**src/rtl/move_sort_sequencer_pkg.sv**
```systemverilog
// Shared constants, FSM state encoding and helpers for the move-list sort sequencer.
// Check-flag bits sit directly above the signed eval field of each RAM entry.
package move_sort_sequencer_pkg;

  localparam int MAX_POSITIONS   = 16;
  localparam int BLACK_CHECK_OFS = 0;
  localparam int WHITE_CHECK_OFS = 1;
  localparam int STAT_WIDTH      = 16;

  typedef enum logic [2:0] {
    ST_IDLE     = 3'd0,
    ST_RD       = 3'd1,
    ST_CMP      = 3'd2,
    ST_WR       = 3'd3,
    ST_PASS_END = 3'd4
  } sort_state_t;

  function automatic logic [STAT_WIDTH-1:0] sat_inc(input logic [STAT_WIDTH-1:0] v);
    return (v == {STAT_WIDTH{1'b1}}) ? v : v + 1'b1;
  endfunction

endpackage

```
**src/rtl/move_sort_sequencer_if.sv**
```systemverilog
// Local dual-port move RAM bundle: shared read/write address per port, 1-cycle read latency.
// master = sort sequencer side, slave = RAM side.
interface move_sort_sequencer_if #(
  parameter int RAM_WIDTH  = 1,
  parameter int ADDR_WIDTH = 1
);
  logic [ADDR_WIDTH-1:0] a_addr;
  logic [ADDR_WIDTH-1:0] b_addr;
  logic                  a_wr;
  logic                  b_wr;
  logic [RAM_WIDTH-1:0]  a_wr_data;
  logic [RAM_WIDTH-1:0]  b_wr_data;
  logic [RAM_WIDTH-1:0]  a_rd_data;
  logic [RAM_WIDTH-1:0]  b_rd_data;

  modport master (
    output a_addr, b_addr, a_wr, b_wr, a_wr_data, b_wr_data,
    input  a_rd_data, b_rd_data
  );

  modport slave (
    input  a_addr, b_addr, a_wr, b_wr, a_wr_data, b_wr_data,
    output a_rd_data, b_rd_data
  );
endinterface

```
**src/rtl/move_sort_sequencer_cmp.sv**
```systemverilog
// move_sort_cmp: combinational key order; b_better is high only when B strictly outranks A.
// Legal beats illegal, legal entries ordered by signed eval for the side to move, ties never swap.
module move_sort_cmp
  import move_sort_sequencer_pkg::*;
#(
  parameter int RAM_WIDTH  = 0,
  parameter int EVAL_WIDTH = 0
) (
  input  logic [RAM_WIDTH-1:0] a_entry,
  input  logic [RAM_WIDTH-1:0] b_entry,
  input  logic                 white_to_move,
  output logic                 b_better
);
  logic                         a_illegal;
  logic                         b_illegal;
  logic signed [EVAL_WIDTH-1:0] a_eval;
  logic signed [EVAL_WIDTH-1:0] b_eval;
  logic                         unused_hi;

  assign unused_hi = ^{a_entry[RAM_WIDTH-1:EVAL_WIDTH+2], b_entry[RAM_WIDTH-1:EVAL_WIDTH+2]};

  always_comb begin
    a_illegal = white_to_move ? a_entry[EVAL_WIDTH+WHITE_CHECK_OFS] : a_entry[EVAL_WIDTH+BLACK_CHECK_OFS];
    b_illegal = white_to_move ? b_entry[EVAL_WIDTH+WHITE_CHECK_OFS] : b_entry[EVAL_WIDTH+BLACK_CHECK_OFS];
    a_eval    = a_entry[EVAL_WIDTH-1:0];
    b_eval    = b_entry[EVAL_WIDTH-1:0];
    b_better  = 1'b0;
    if (a_illegal != b_illegal) begin
      b_better = a_illegal;
    end else if (!a_illegal) begin
      b_better = white_to_move ? (b_eval > a_eval) : (b_eval < a_eval);
    end
  end
endmodule

```
**src/rtl/move_sort_sequencer.sv**
```systemverilog
// In-place early-exit bubble sort of the move RAM; sort_complete rises 2C+S+P+1 cycles after start.
// No backpressure: RAM is owned for the whole sort; abort returns to IDLE. MOVE_SORT_STATS_EN adds counters.
module move_sort_sequencer
  import move_sort_sequencer_pkg::*;
#(
  parameter int RAM_WIDTH          = 0,
  parameter int EVAL_WIDTH         = 0,
  parameter int MAX_POSITIONS_LOG2 = $clog2(MAX_POSITIONS)
) (
  input  logic                          clk,
  input  logic                          reset,
  input  logic                          sort_start,
  input  logic                          sort_abort,
  input  logic                          white_to_move,
  input  logic [MAX_POSITIONS_LOG2:0]   entry_count,
  move_sort_sequencer_if.master         ram,
  output logic                          ram_owned,
  output logic                          sort_complete,
  output logic [STAT_WIDTH-1:0]         compare_count,
  output logic [STAT_WIDTH-1:0]         swap_count
);
  localparam int AW = MAX_POSITIONS_LOG2;

  sort_state_t   state;
  logic          wtm_q;
  logic          swapped_q;
  logic          done_pend_q;
  logic [AW-1:0] i_q;
  logic [AW-1:0] last_q;
  logic [AW-1:0] next_i;
  logic          b_better;

  assign next_i = i_q + AW'(1);

  move_sort_cmp #(
    .RAM_WIDTH  (RAM_WIDTH),
    .EVAL_WIDTH (EVAL_WIDTH)
  ) u_cmp (
    .a_entry       (ram.a_rd_data),
    .b_entry       (ram.b_rd_data),
    .white_to_move (wtm_q),
    .b_better      (b_better)
  );

  // done_pend_q holds one IDLE cycle before sort_complete/ram_owned flip together.
  always_ff @(posedge clk or negedge reset) begin
    if (!reset) begin
      state         <= ST_IDLE;
      wtm_q         <= 1'b0;
      swapped_q     <= 1'b0;
      done_pend_q   <= 1'b0;
      i_q           <= '0;
      last_q        <= '0;
      ram.a_addr    <= '0;
      ram.b_addr    <= '0;
      ram.a_wr      <= 1'b0;
      ram.b_wr      <= 1'b0;
      ram.a_wr_data <= '0;
      ram.b_wr_data <= '0;
      ram_owned     <= 1'b0;
      sort_complete <= 1'b1;
    end else begin
      ram.a_wr <= 1'b0;
      ram.b_wr <= 1'b0;
      case (state)
        ST_IDLE: begin
          if (done_pend_q) begin
            done_pend_q   <= 1'b0;
            sort_complete <= 1'b1;
            ram_owned     <= 1'b0;
          end else if (sort_start) begin
            wtm_q         <= white_to_move;
            sort_complete <= 1'b0;
            ram_owned     <= 1'b1;
            if (entry_count < (AW+1)'(2)) begin
              done_pend_q <= 1'b1;
            end else begin
              i_q        <= '0;
              last_q     <= AW'(entry_count - 1'b1);
              swapped_q  <= 1'b0;
              ram.a_addr <= '0;
              ram.b_addr <= AW'(1);
              state      <= ST_RD;
            end
          end
        end
        ST_RD: begin
          if (sort_abort) begin
            state         <= ST_IDLE;
            sort_complete <= 1'b1;
            ram_owned     <= 1'b0;
          end else begin
            state <= ST_CMP;
          end
        end
        ST_CMP: begin
          if (sort_abort) begin
            state         <= ST_IDLE;
            sort_complete <= 1'b1;
            ram_owned     <= 1'b0;
          end else if (b_better) begin
            ram.a_wr      <= 1'b1;
            ram.b_wr      <= 1'b1;
            ram.a_wr_data <= ram.b_rd_data;
            ram.b_wr_data <= ram.a_rd_data;
            state         <= ST_WR;
          end else begin
            i_q        <= next_i;
            ram.a_addr <= next_i;
            ram.b_addr <= next_i + AW'(1);
            state      <= (next_i < last_q) ? ST_RD : ST_PASS_END;
          end
        end
        ST_WR: begin
          // The swap write commits at this edge regardless of abort, keeping the RAM a permutation.
          swapped_q <= 1'b1;
          if (sort_abort) begin
            state         <= ST_IDLE;
            sort_complete <= 1'b1;
            ram_owned     <= 1'b0;
          end else begin
            i_q        <= next_i;
            ram.a_addr <= next_i;
            ram.b_addr <= next_i + AW'(1);
            state      <= (next_i < last_q) ? ST_RD : ST_PASS_END;
          end
        end
        ST_PASS_END: begin
          if (sort_abort) begin
            state         <= ST_IDLE;
            sort_complete <= 1'b1;
            ram_owned     <= 1'b0;
          end else if (!swapped_q || last_q == AW'(1)) begin
            state       <= ST_IDLE;
            done_pend_q <= 1'b1;
          end else begin
            last_q     <= last_q - AW'(1);
            i_q        <= '0;
            swapped_q  <= 1'b0;
            ram.a_addr <= '0;
            ram.b_addr <= AW'(1);
            state      <= ST_RD;
          end
        end
        default: state <= ST_IDLE;
      endcase
    end
  end

`ifdef MOVE_SORT_STATS_EN
  logic [STAT_WIDTH-1:0] cmp_cnt_q;
  logic [STAT_WIDTH-1:0] swp_cnt_q;

  always_ff @(posedge clk or negedge reset) begin
    if (!reset) begin
      cmp_cnt_q <= '0;
      swp_cnt_q <= '0;
    end else if (state == ST_IDLE && !done_pend_q && sort_start) begin
      cmp_cnt_q <= '0;
      swp_cnt_q <= '0;
    end else begin
      if (state == ST_CMP && !sort_abort) cmp_cnt_q <= sat_inc(cmp_cnt_q);
      if (state == ST_WR)                 swp_cnt_q <= sat_inc(swp_cnt_q);
    end
  end

  assign compare_count = cmp_cnt_q;
  assign swap_count    = swp_cnt_q;
`else
  assign compare_count = '0;
  assign swap_count    = '0;
`endif

endmodule

```
**src/flat_wrapper.sv**
```systemverilog
// flat-port wrapper written by rule: the top's interface ports become plain ports
module move_sort_sequencer_flat import move_sort_sequencer_pkg::*;
#(
  parameter int RAM_WIDTH          = 0,
  parameter int EVAL_WIDTH         = 0,
  parameter int MAX_POSITIONS_LOG2 = $clog2(MAX_POSITIONS)
)
  (clk, reset, sort_start, sort_abort, white_to_move, entry_count, ram_owned, sort_complete, compare_count, swap_count, ram_a_addr, ram_b_addr, ram_a_wr, ram_b_wr, ram_a_wr_data, ram_b_wr_data, ram_a_rd_data, ram_b_rd_data);
  move_sort_sequencer_if #(.RAM_WIDTH(RAM_WIDTH), .ADDR_WIDTH((4))) ram_i ();
  input  logic clk;
  input  logic reset;
  input  logic sort_start;
  input  logic sort_abort;
  input  logic white_to_move;
  input  logic [MAX_POSITIONS_LOG2:0] entry_count;
  output logic ram_owned;
  output logic sort_complete;
  output logic [STAT_WIDTH-1:0] compare_count;
  output logic [STAT_WIDTH-1:0] swap_count;
  output wire logic [$bits(ram_i.a_addr)-1:0] ram_a_addr;
  output wire logic [$bits(ram_i.b_addr)-1:0] ram_b_addr;
  output wire logic [$bits(ram_i.a_wr)-1:0] ram_a_wr;
  output wire logic [$bits(ram_i.b_wr)-1:0] ram_b_wr;
  output wire logic [$bits(ram_i.a_wr_data)-1:0] ram_a_wr_data;
  output wire logic [$bits(ram_i.b_wr_data)-1:0] ram_b_wr_data;
  input wire logic [$bits(ram_i.a_rd_data)-1:0] ram_a_rd_data;
  input wire logic [$bits(ram_i.b_rd_data)-1:0] ram_b_rd_data;
  assign ram_a_addr = ram_i.a_addr;
  assign ram_b_addr = ram_i.b_addr;
  assign ram_a_wr = ram_i.a_wr;
  assign ram_b_wr = ram_i.b_wr;
  assign ram_a_wr_data = ram_i.a_wr_data;
  assign ram_b_wr_data = ram_i.b_wr_data;
  assign ram_i.a_rd_data = ram_a_rd_data;
  assign ram_i.b_rd_data = ram_b_rd_data;
  move_sort_sequencer #(.RAM_WIDTH(RAM_WIDTH), .EVAL_WIDTH(EVAL_WIDTH), .MAX_POSITIONS_LOG2(MAX_POSITIONS_LOG2)) u_core (.clk(clk), .reset(reset), .sort_start(sort_start), .sort_abort(sort_abort), .white_to_move(white_to_move), .entry_count(entry_count), .ram(ram_i), .ram_owned(ram_owned), .sort_complete(sort_complete), .compare_count(compare_count), .swap_count(swap_count));
endmodule
```
**config.mk**
```make
export PLATFORM = sky130hd
export DESIGN_NAME = move_sort_sequencer_flat
export DESIGN_NICKNAME = d
export VERILOG_FILES = /design/src/rtl/move_sort_sequencer_pkg.sv /design/src/rtl/move_sort_sequencer_if.sv /design/src/rtl/move_sort_sequencer_cmp.sv /design/src/rtl/move_sort_sequencer.sv /design/src/flat_wrapper.sv
export SDC_FILE = /design/constraint.sdc
export NUM_CORES = 1
export LEC_CHECK = 0
export CAP_MARGIN = 20
export CORE_MARGIN = 4
export CORE_UTILIZATION = 45
export DETAILED_ROUTE_END_ITERATION = 16
export PLACE_DENSITY = 0.8
export SYNTH_ARGS = -nofsm -noshare
export SYNTH_HDL_FRONTEND = slang
export SYNTH_SLANG_ARGS = --single-unit
```
**constraint.sdc**
```tcl
create_clock -name clk -period 2.2 [get_ports clk]
set_input_delay 0.22 -clock clk [delete_from_list [all_inputs] [get_ports clk]]
set_output_delay 0.22 -clock clk [all_outputs]
set_load 0.03 [all_outputs]
```
==> results of run 1 <==
-- worst register-to-register path: stages, from the launching register on --
cell	delay, ps
dfrtp_1	480
inv_1	120
ha_1	320
inv_1	90
ha_1	280
a21oi_1	50
o21ai_0	270
o211ai_1	120
-- per-layer routing --
metal / part of all wire / vias up / track usage
li1: - / 631 / -
met1: 0.42 / 634 / 0.157
met2: 0.52 / 33 / 0.241
met3: 0.054 / 4 / 0.0245
met4: 0.0052 / 0 / 0.0340
met5: 0 / - / 0
-- kinds of logic after synthesis --
| logic type | share of synthesized area |
|---|---|
| AO/OA/AOI/OAI | 0.158 |
| flip-flops | 0.358 |
| other | 0.00214 |
| adder cells (fa/ha/maj) | 0.0829 |
| buffers and inverters | 0.186 |
| multiplexers | 0.0371 |
| AND/OR/NAND/NOR | 0.136 |
| XOR/XNOR | 0.0400 |
-- cells in the final DEF (no fill, tap or decap), types with 5 or more instances in the layout --
cell type,count
buf_4,8
a22o_1,6
nand3_1,7
xnor2_1,5
nand2_1,5
a21oi_1,5
clkdlybuf4s50_1,29
inv_1,16
conb_1,32
ha_1,10
o21ai_0,8
dfrtp_1,24
-- flip-flops by register name, summed over array words and instances, names as in the netlist --
register                  cells
u_core.ram.a_wr               1
u_core.i_q                    4
u_core.ram.a_wr_data[-1]      1
u_core.last_q                 4
u_core.ram.a_wr_data          1
u_core.ram.b_addr             4
u_core.ram.b_wr_data[-1]      1
u_core.sort_complete          1
u_core.state                  3
u_core.wtm_q                  1
u_core.done_pend_q            1
u_core.ram_owned              1
u_core.ram.b_wr_data          1
u_core.swapped_q              1
-- worst max-delay path by stage --
stage	from	end	slack [ps]
CTS	ram_a_rd_data[0]	u_core.i_q[0]$_DFFE_PN0P_	20
floorplan	ram_b_rd_data[0]	u_core.ram.b_wr_data[0]$_DFFE_PN0P_	220
detailed placement	ram_a_rd_data[0]	u_core.i_q[0]$_DFFE_PN0P_	-370
global placement	ram_a_rd_data[0]	u_core.i_q[0]$_DFFE_PN0P_	-250
finish	ram_a_rd_data[0]	u_core.ram.b_wr_data[0]$_DFFE_PN0P_	110
global route	ram_a_rd_data[0]	u_core.ram.b_wr_data[0]$_DFFE_PN0P_	20
-- stage by stage --
| step | util | total power [mW] | TNS [ps] | cells |
|---|---|---|---|---|
| after floorplan | - | 1.66 | 0 | 210 |
| after global placement | 0.540 | 1.95 | -2480 | 258 |
| after detailed placement | 0.540 | 1.99 | -4240 | 258 |
| after CTS | 0.555 | 2.28 | 0 | 262 |
| after global routing | 0.559 | 2.46 | 0 | 263 |
| final | 0.559 | 2.27 | 0 | 263 |
-- where the power goes --
group	switching (mW)	total, mW	leakage, nW	internal, mW
registers	0.173	0.805	0.322	0.632
logic	0.690	1.20	0.636	0.508
clock network	0.144	0.271	0.0255	0.127
total	1.01	2.27	0.983	1.27
-- final cells by class --
type / instances / area [µm²]
Clock inverter: 1 / 5.00
Fill cell: 349 / 1640
Tap cell: 48 / 60.1
Sequential cell: 25 / 627
Inverter: 16 / 60.1
Timing Repair Buffer: 37 / 350
Multi-Input combinational cell: 133 / 935
Clock buffer: 3 / 41.3
-- Yosys cell counts, drive strengths merged (3+ instances only) --
library cell / count / share of area
mux2: 4 / 0.026
o22ai: 3 / 0.011
ha: 10 / 0.071
xnor2: 5 / 0.025
nor2b: 3 / 0.011
xor2: 3 / 0.015
nor2: 5 / 0.015
a22o: 6 / 0.030
nand2: 6 / 0.014
nand3: 7 / 0.020
a21oi: 5 / 0.014
buf: 36 / 0.15
o21ai: 10 / 0.029
nand2b: 3 / 0.011
nor3: 3 / 0.0086
inv: 16 / 0.034
dfrtp: 24 / 0.34
-- what timing repair did --
item / 4_1_cts / 5_1_grt
endpoints found under the hold margin: 0 / 0
resized for setup: 1 / 5
gates cloned: 0 / 0
setup endpoints to repair: 6 / 9
setup buffers: 0 / 1
pin swaps: 1 / 1
==> impl_metrics.env, run 1 <==
export IMPL_status="completed"
export IMPL_cp_end_kind="flop"
export IMPL_core_area_um2=3720
export IMPL_route_detailed_drc=0
export IMPL_rows=22
export IMPL_grt_usage=0.132
export IMPL_synth_edf_count=0
export IMPL_worst_endpoint_arrival_ps=2250
export IMPL_ys_flop_type="dfrtp_1"
export IMPL_grt_overflow=0
export IMPL_setup_viol=0
export IMPL_io_buffer_count=29
export IMPL_required_ps=2360
export IMPL_numClockSinks=25
export IMPL_clk_pin_slew_ps=90
export IMPL_antenna_found_initial=0
export IMPL_diodes=0
export IMPL_critPathTopFamily="buffers and inverters"
export IMPL_post_drt_wl_per_cell_um=12.4
export IMPL_cap_violations=0
export IMPL_hold_class="in2async"
export IMPL_htreeDepth=1
export IMPL_async_reset_ff_frac=1.00
export IMPL_ir_drop_mv=0.568
export IMPL_clock_path_buffers=2
export IMPL_synth_area_um2=1750
export IMPL_synth_area_per_cell_um2=9.79
export IMPL_whs_ps=313
export IMPL_r2r_end="u_core.state[0]$_DFFE_PN0P_"
export IMPL_ant_nets=0
export IMPL_insertion_delay_ps=270
export IMPL_r2r_setup_slack_ps=350
export IMPL_setup_slack_ps=106
export IMPL_yosysSeqAreaShare=0.358
export IMPL_min_period_over_period=0.952
export IMPL_reg2reg_depth=7
export IMPL_drv_slew=0
export IMPL_stdcell_area_um2=2080
export IMPL_die_x_um=70.4
export IMPL_finalHoldViolCount=0
export IMPL_wirelength_um=3270
export IMPL_cts_buffers=3
export IMPL_slowest_delay_ps=480
export IMPL_ys_warn_count=0
export IMPL_grt_max_degree=26
export IMPL_dr_pass1_iters=4
export IMPL_drive_gt1_frac=0.144
export IMPL_fin_nets=241
export IMPL_grt_pass1_wl_um=5400
export IMPL_placed_area_um2=2010
export IMPL_drt_iter0_drc=63
export IMPL_place_hpwl_um=2620
export IMPL_cp_num_buf_inv=2
export IMPL_postCtsHoldBufs=0
export IMPL_static_leakage_power_nw=0.983
export IMPL_synthCells=179
export IMPL_crit_type="in2reg"
export IMPL_ys_types=48
export IMPL_die_area_um2=4950
export IMPL_cp_start_kind="input pin"
export IMPL_rsz0062_at_grt="no"
export IMPL_avgViaCountPerCell=4.95
export IMPL_rr_startpoint="u_core.i_q[0]$_DFFE_PN0P_"
export IMPL_layout_min_cycle_time_ps=2090
export IMPL_start_util=0.471
export IMPL_die_h_um=70.4
export IMPL_cp_num_cells=8
export IMPL_place_congestion=0.775
export IMPL_cts_root_buf="clkbuf_8"
export IMPL_cts_tree="built"
export IMPL_fin_worst_skew_ps=4.13
export IMPL_crit_chain="clkdlybuf4s50_1, ha_1, inv_1, fa_2, or2_4, a311oi_4, nand2_1, mux2_1"
export IMPL_synth_seq_cells=25
export IMPL_num_vias=1302
export IMPL_power_density_nw_per_um2=1090
export IMPL_fmax_mhz=478
export IMPL_grt_pass1_vias=1253
export IMPL_cp_slowest_cell="clkdlybuf4s50_1"
export IMPL_area_delta_synth_final_pct=18.6
export IMPL_cp_max_fo=4
export IMPL_detailedPlace_worstSlack_ps=-366
export IMPL_ios=62
Note: power is estimated with default switching activity, not from simulation.
==> run 2, diff against run 1 <==
==> constraint.sdc (replaced) <==
create_clock -name clk -period 2.1 [get_ports clk]
set_input_delay 0.21 -clock clk [delete_from_list [all_inputs] [get_ports clk]]
set_output_delay 0.21 -clock clk [all_outputs]
set_load 0.03 [all_outputs]
==> run 2 against run 1 <==
Effect of this change:
- largest cell class unchanged
- routed wire length rose by 0.86%
- combinational power rose by 7%
- sequential power rose by 4.3%
- hold slack got worse by 66 ps
- critical path depth did not move
==> impl_metrics.env, run 2 (same netlist as run 1, synthesis figures left out) <==
export IMPL_ios=62
export IMPL_mostFrequentLayoutCell="conb_1"
export IMPL_drv_slew=0
export IMPL_num_vias=1269
export IMPL_layout_min_cycle_time_ps=2000
export IMPL_wirelength_um=3300
export IMPL_start_util=0.471
export IMPL_ant_nets=0
export IMPL_worst_endpoint_arrival_ps=2150
export IMPL_cts_tree="built"
export IMPL_mostFrequentLayoutCells="conb_1, clkdlybuf4s50_1, dfrtp_1, inv_1, ha_1"
export IMPL_diodes=0
export IMPL_grt_max_degree=26
export IMPL_stdcell_area_um2=2100
export IMPL_setup_slack_ps=103
export IMPL_min_period_over_period=0.951
export IMPL_grt_usage=0.131
export IMPL_place_hpwl_um=2540
export IMPL_cp_end_kind="flop"
export IMPL_grt_overflow=0
export IMPL_finalHoldViolCount=0
export IMPL_numClockSinks=25
export IMPL_fmax_mhz=501
export IMPL_status="completed"
export IMPL_area_delta_synth_final_pct=19.9
export IMPL_htreeDepth=1
export IMPL_clock_path_buffers=2
export IMPL_postCtsHoldBufs=0
export IMPL_die_h_um=70.4
export IMPL_fin_nets=241
export IMPL_power_density_nw_per_um2=1140
export IMPL_setup_viol=0
export IMPL_detailedPlace_worstSlack_ps=-395
export IMPL_insertion_delay_ps=260
export IMPL_static_leakage_power_nw=1.02
export IMPL_rows=22
export IMPL_cp_max_fo=8
export IMPL_final_setup_tns_ps=0
export IMPL_n_fill_cell=334
export IMPL_placed_area_um2=2010
export IMPL_grt_pass1_wl_um=5400
export IMPL_rsz0062_at_grt="no"
export IMPL_core_area_um2=3720
export IMPL_cts_buffers=3
export IMPL_post_drt_wl_per_cell_um=12.5
export IMPL_clk_pin_slew_ps=80
export IMPL_hold_class="in2reg"
export IMPL_dr_pass1_iters=4
export IMPL_die_area_um2=4950
export IMPL_required_ps=2250
export IMPL_place_congestion=0.781
export IMPL_route_detailed_drc=0
export IMPL_whs_ps=248
export IMPL_avgViaCountPerCell=4.83
export IMPL_crit_type="in2reg"
export IMPL_fin_worst_skew_ps=1.90
export IMPL_top_regs="u_core.i_q: 4 flops, u_core.last_q: 4 flops, u_core.ram.b_addr: 4 flops"
export IMPL_worstHoldPathCells=3
export IMPL_reg2reg_depth=7
export IMPL_cts_root_buf="clkbuf_8"
export IMPL_cp_start_kind="input pin"
export IMPL_io_buffer_count=29
export IMPL_grt_pass1_vias=1242
export IMPL_drive_gt1_frac=0.167
export IMPL_cap_violations=0
export IMPL_drt_iter0_drc=34
export IMPL_antenna_found_initial=0
export IMPL_ir_drop_mv=0.554
export IMPL_die_x_um=70.4
==> run 2: timing repair <==
item / in CTS / in global routing
resized for setup: 1 / 15
pin swaps: 2 / 4
setup buffers: 1 / 0
setup endpoints to repair: 11 / 13
==> run 2: final timing paths <==
kind / from / to / slack (ps)
setup / recovery: ram_b_rd_data[1] / u_core.i_q[0]$_DFFE_PN0P_ / 100
hold / removal: ram_b_rd_data[0] / u_core.ram.a_wr_data[0]$_DFFE_PN0P_ / 250
setup reg to reg: u_core.i_q[0]$_DFFE_PN0P_ / u_core.state[0]$_DFFE_PN0P_ / 210
hold reg to reg: u_core.ram.b_addr[2]$_DFFE_PN0P_ / u_core.ram.b_addr[2]$_DFFE_PN0P_ / 510
max in group asynchronous: reset / u_core.sort_complete$_DFFE_PN1P_ / 1500
min in group asynchronous: reset / u_core.last_q[3]$_DFFE_PN0P_ / 300
==> run 2: worst max-delay path, stage by stage <==
cell	delay [ps]
clkdlybuf4s50_1	480
inv_1	80
fa_2	350
or2_4	260
a311oi_2	230
buf_4	180
nor2_2	80
mux2_4	280
==> run 2: layout make-up <==
class	count	area, µm²	share of cell area
multi-input cells	133	951	0.453
clock inverters	1	5.00	0.00238
clock buffers	3	41.3	0.0197
inverters	16	60.1	0.0286
well taps	48	60.1	0.0286
flip-flops and latches	25	627	0.299
repair buffers	37	355	0.169
==> run 2: where the power goes <==
group	switching (mW)	leakage [nW]	internal (mW)
combinational	0.732	0.670	0.544
clock	0.144	0.0255	0.132
sequential	0.178	0.322	0.662
==> run 2: metal layers <==
layer / vias to the layer above / routed length (µm) / GRT usage
met1: 602 / 1420 / 0.157
met4: 0 / 28 / 0.0319
met5: - / 0 / 0
li1: 630 / - / -
met3: 4 / 180 / 0.0245
met2: 33 / 1670 / 0.237
==> run 2: through the flow <==
stage | instances | utilization | power, mW
final | 263 | 0.565 | 2.39
after global routing | 263 | 0.565 | 2.59
after CTS | 263 | 0.555 | 2.38
after detailed placement | 258 | 0.540 | 2.08
after global placement | 258 | 0.540 | 2.04
after floorplan | 210 | - | 1.74
==> run 3, diff against run 2 <==
--- a/config.mk
+++ b/config.mk
@@ -6,7 +6,8 @@
 export NUM_CORES = 1
 export LEC_CHECK = 0
 export CAP_MARGIN = 20
-export CORE_MARGIN = 4
+export CORE_ASPECT_RATIO = 1.25
+export CORE_MARGIN = 3
 export CORE_UTILIZATION = 45
 export DETAILED_ROUTE_END_ITERATION = 16
 export PLACE_DENSITY = 0.8
==> run 3 against run 2 <==
Effect of this change:
- maximum frequency barely moved
- largest power group unchanged
- via count rose by 2.0%
- highest routed layer unchanged
- sequential share of layout area grew 0.053 points
- critical endpoint unchanged
==> impl_metrics.env, run 3 (same netlist as run 1, synthesis figures left out) <==
export IMPL_drive_gt1_frac=0.171
export IMPL_insertion_delay_ps=270
export IMPL_postCtsHoldBufs=0
export IMPL_ir_drop_mv=0.581
export IMPL_fin_cells=255
export IMPL_wirelength_um=3470
export IMPL_p_int_mw=1.34
export IMPL_grt_usage=0.151
export IMPL_dp_cells=249
export IMPL_p_sw_frac=0.444
export IMPL_power_mw=2.41
export IMPL_n_fill_cell=316
export IMPL_cts_buffers=3
export IMPL_rsz0062_at_grt="no"
export IMPL_top_regs="u_core.i_q: 4 flops, u_core.last_q: 4 flops, u_core.ram.b_addr: 4 flops"
export IMPL_cp_start_kind="input pin"
export IMPL_cap_violations=0
export IMPL_fin_worst_skew_ps=3.69
export IMPL_mostFrequentLayoutCell="conb_1"
export IMPL_drt_iter0_drc=16
export IMPL_grt_pass1_wl_um=5340
export IMPL_static_leakage_power_nw=1.02
export IMPL_diodes=0
export IMPL_status="completed"
export IMPL_power_share_clock=0.121
export IMPL_required_ps=2270
export IMPL_place_hpwl_um=2540
export IMPL_numClockSinks=25
export IMPL_seqPwrFrac=0.349
export IMPL_num_vias=1295
export IMPL_cp_end_kind="flop"
export IMPL_die_area_um2=4680
export IMPL_htreeDepth=1
export IMPL_ios=62
export IMPL_die_h_um=75.8
export IMPL_dr_pass1_iters=3
export IMPL_setup_viol=0
export IMPL_fmax_mhz=500
export IMPL_worst_endpoint_arrival_ps=2170
export IMPL_comb_power_share=0.531
export IMPL_hold_class="in2reg"
export IMPL_drv_slew=0
export IMPL_cts_root_buf="clkbuf_8"
export IMPL_area_delta_synth_final_pct=19.6
export IMPL_antenna_found_initial=0
export IMPL_die_x_um=61.8
export IMPL_grt_max_degree=26
export IMPL_core_area_um2=3600
export IMPL_clk_pin_slew_ps=90
export IMPL_avgViaCountPerCell=5.08
export IMPL_place_congestion=0.797
export IMPL_grt_overflow=0
export IMPL_post_drt_wl_per_cell_um=13.6
export IMPL_utilization=0.582
export IMPL_clock_path_buffers=2
export IMPL_grt_pass1_vias=1167
export IMPL_regArea_um2=627
export IMPL_mostFrequentLayoutCells="conb_1, clkdlybuf4s50_1, dfrtp_1, inv_1, o21ai_0"
export IMPL_route_detailed_drc=0
export IMPL_io_buffer_count=29
export IMPL_start_util=0.486
export IMPL_cts_tree="built"
export IMPL_crit_type="in2reg"
export IMPL_switchingPower_mw=1.07
export IMPL_power_density_nw_per_um2=1150
export IMPL_layout_min_cycle_time_ps=2000
export IMPL_rows=24
export IMPL_cp_max_fo=8
export IMPL_multi_input_area_um2=948
export IMPL_finalHoldViolCount=0
export IMPL_min_period_over_period=0.952
export IMPL_ant_nets=0
export IMPL_fin_nets=242
-- run 3: cell count changes in the layout (fill, tap and decap cells not counted), sizes merged --
cell	previous run	this run
clkdlybuf4s50	27	26
buf	8	9
dlymetal6s2s	2	3
-- run 3: repair_timing --
item,in CTS,in global routing
pin swaps,4,3
resized for setup,3,10
endpoints found under the hold margin,0,0
buffers inserted,1,1
endpoints found under the setup margin,12,14
-- run 3: final timing paths --
check,from,endpoint,slack [ps],cells past startpoint
min reg2reg,u_core.ram.b_addr[1]$_DFFE_PN0P_,u_core.ram.b_addr[1]$_DFFE_PN0P_,510,1
min,ram_b_rd_data[0],u_core.ram.a_wr_data[0]$_DFFE_PN0P_,250,3
max,ram_a_rd_data[1],u_core.i_q[0]$_DFFE_PN0P_,100,7
max reg2reg,u_core.i_q[0]$_DFFE_PN0P_,u_core.state[0]$_DFFE_PN0P_,250,7
max in group asynchronous,reset,u_core.sort_complete$_DFFE_PN1P_,1510,2
min in group asynchronous,reset,u_core.i_q[3]$_DFFE_PN0P_,300,2
-- run 3: power groups by stage --
stage	Clock (mW)	Combinational [mW]	Sequential, mW
4_1_cts	0.294	1.26	0.840
3_3_place_gp	0	1.20	0.844
6_report	0.291	1.28	0.842
2_1_floorplan	0	0.774	0.964
3_5_place_dp	0	1.22	0.845
5_1_grt	0.316	1.41	0.876
-- run 3: metrics by stage --
step | setup WS [ps] | hold slack [ps] | area, µm² | setup TNS [ps]
after global placement | -339 | 487 | 1990 | -3940
after global routing | 37.8 | 253 | 2100 | 0
after CTS | 8.84 | 317 | 2060 | 0
after detailed placement | -397 | 493 | 1990 | -4850
after floorplan | 132 | -85.6 | 1870 | 0
final | 102 | 246 | 2100 | 0
-- run 3: layout make-up --
type	instances	share of cell area
clock inverter	1	0.00239
sequential	25	0.299
multi-input combinational	133	0.453
inverter	16	0.0287
clock buffer	3	0.0197
timing repair buffer	38	0.174
tap	39	0.0233
-- run 3: critical path, stage by stage --
cell and delay [ps]:
clkdlybuf4s50_1 450, fa_2 370, or2_4 250, a311oi_4 380, buf_4 190, nor2_4 50
mux2_2 270
-- run 3: routing by layer --
layer / track usage / share of wire
met1: 0.191 / 0.40
met2: 0.255 / 0.54
met3: 0.0203 / 0.039
met4: 0.0637 / 0.020
met5: 0 / 0
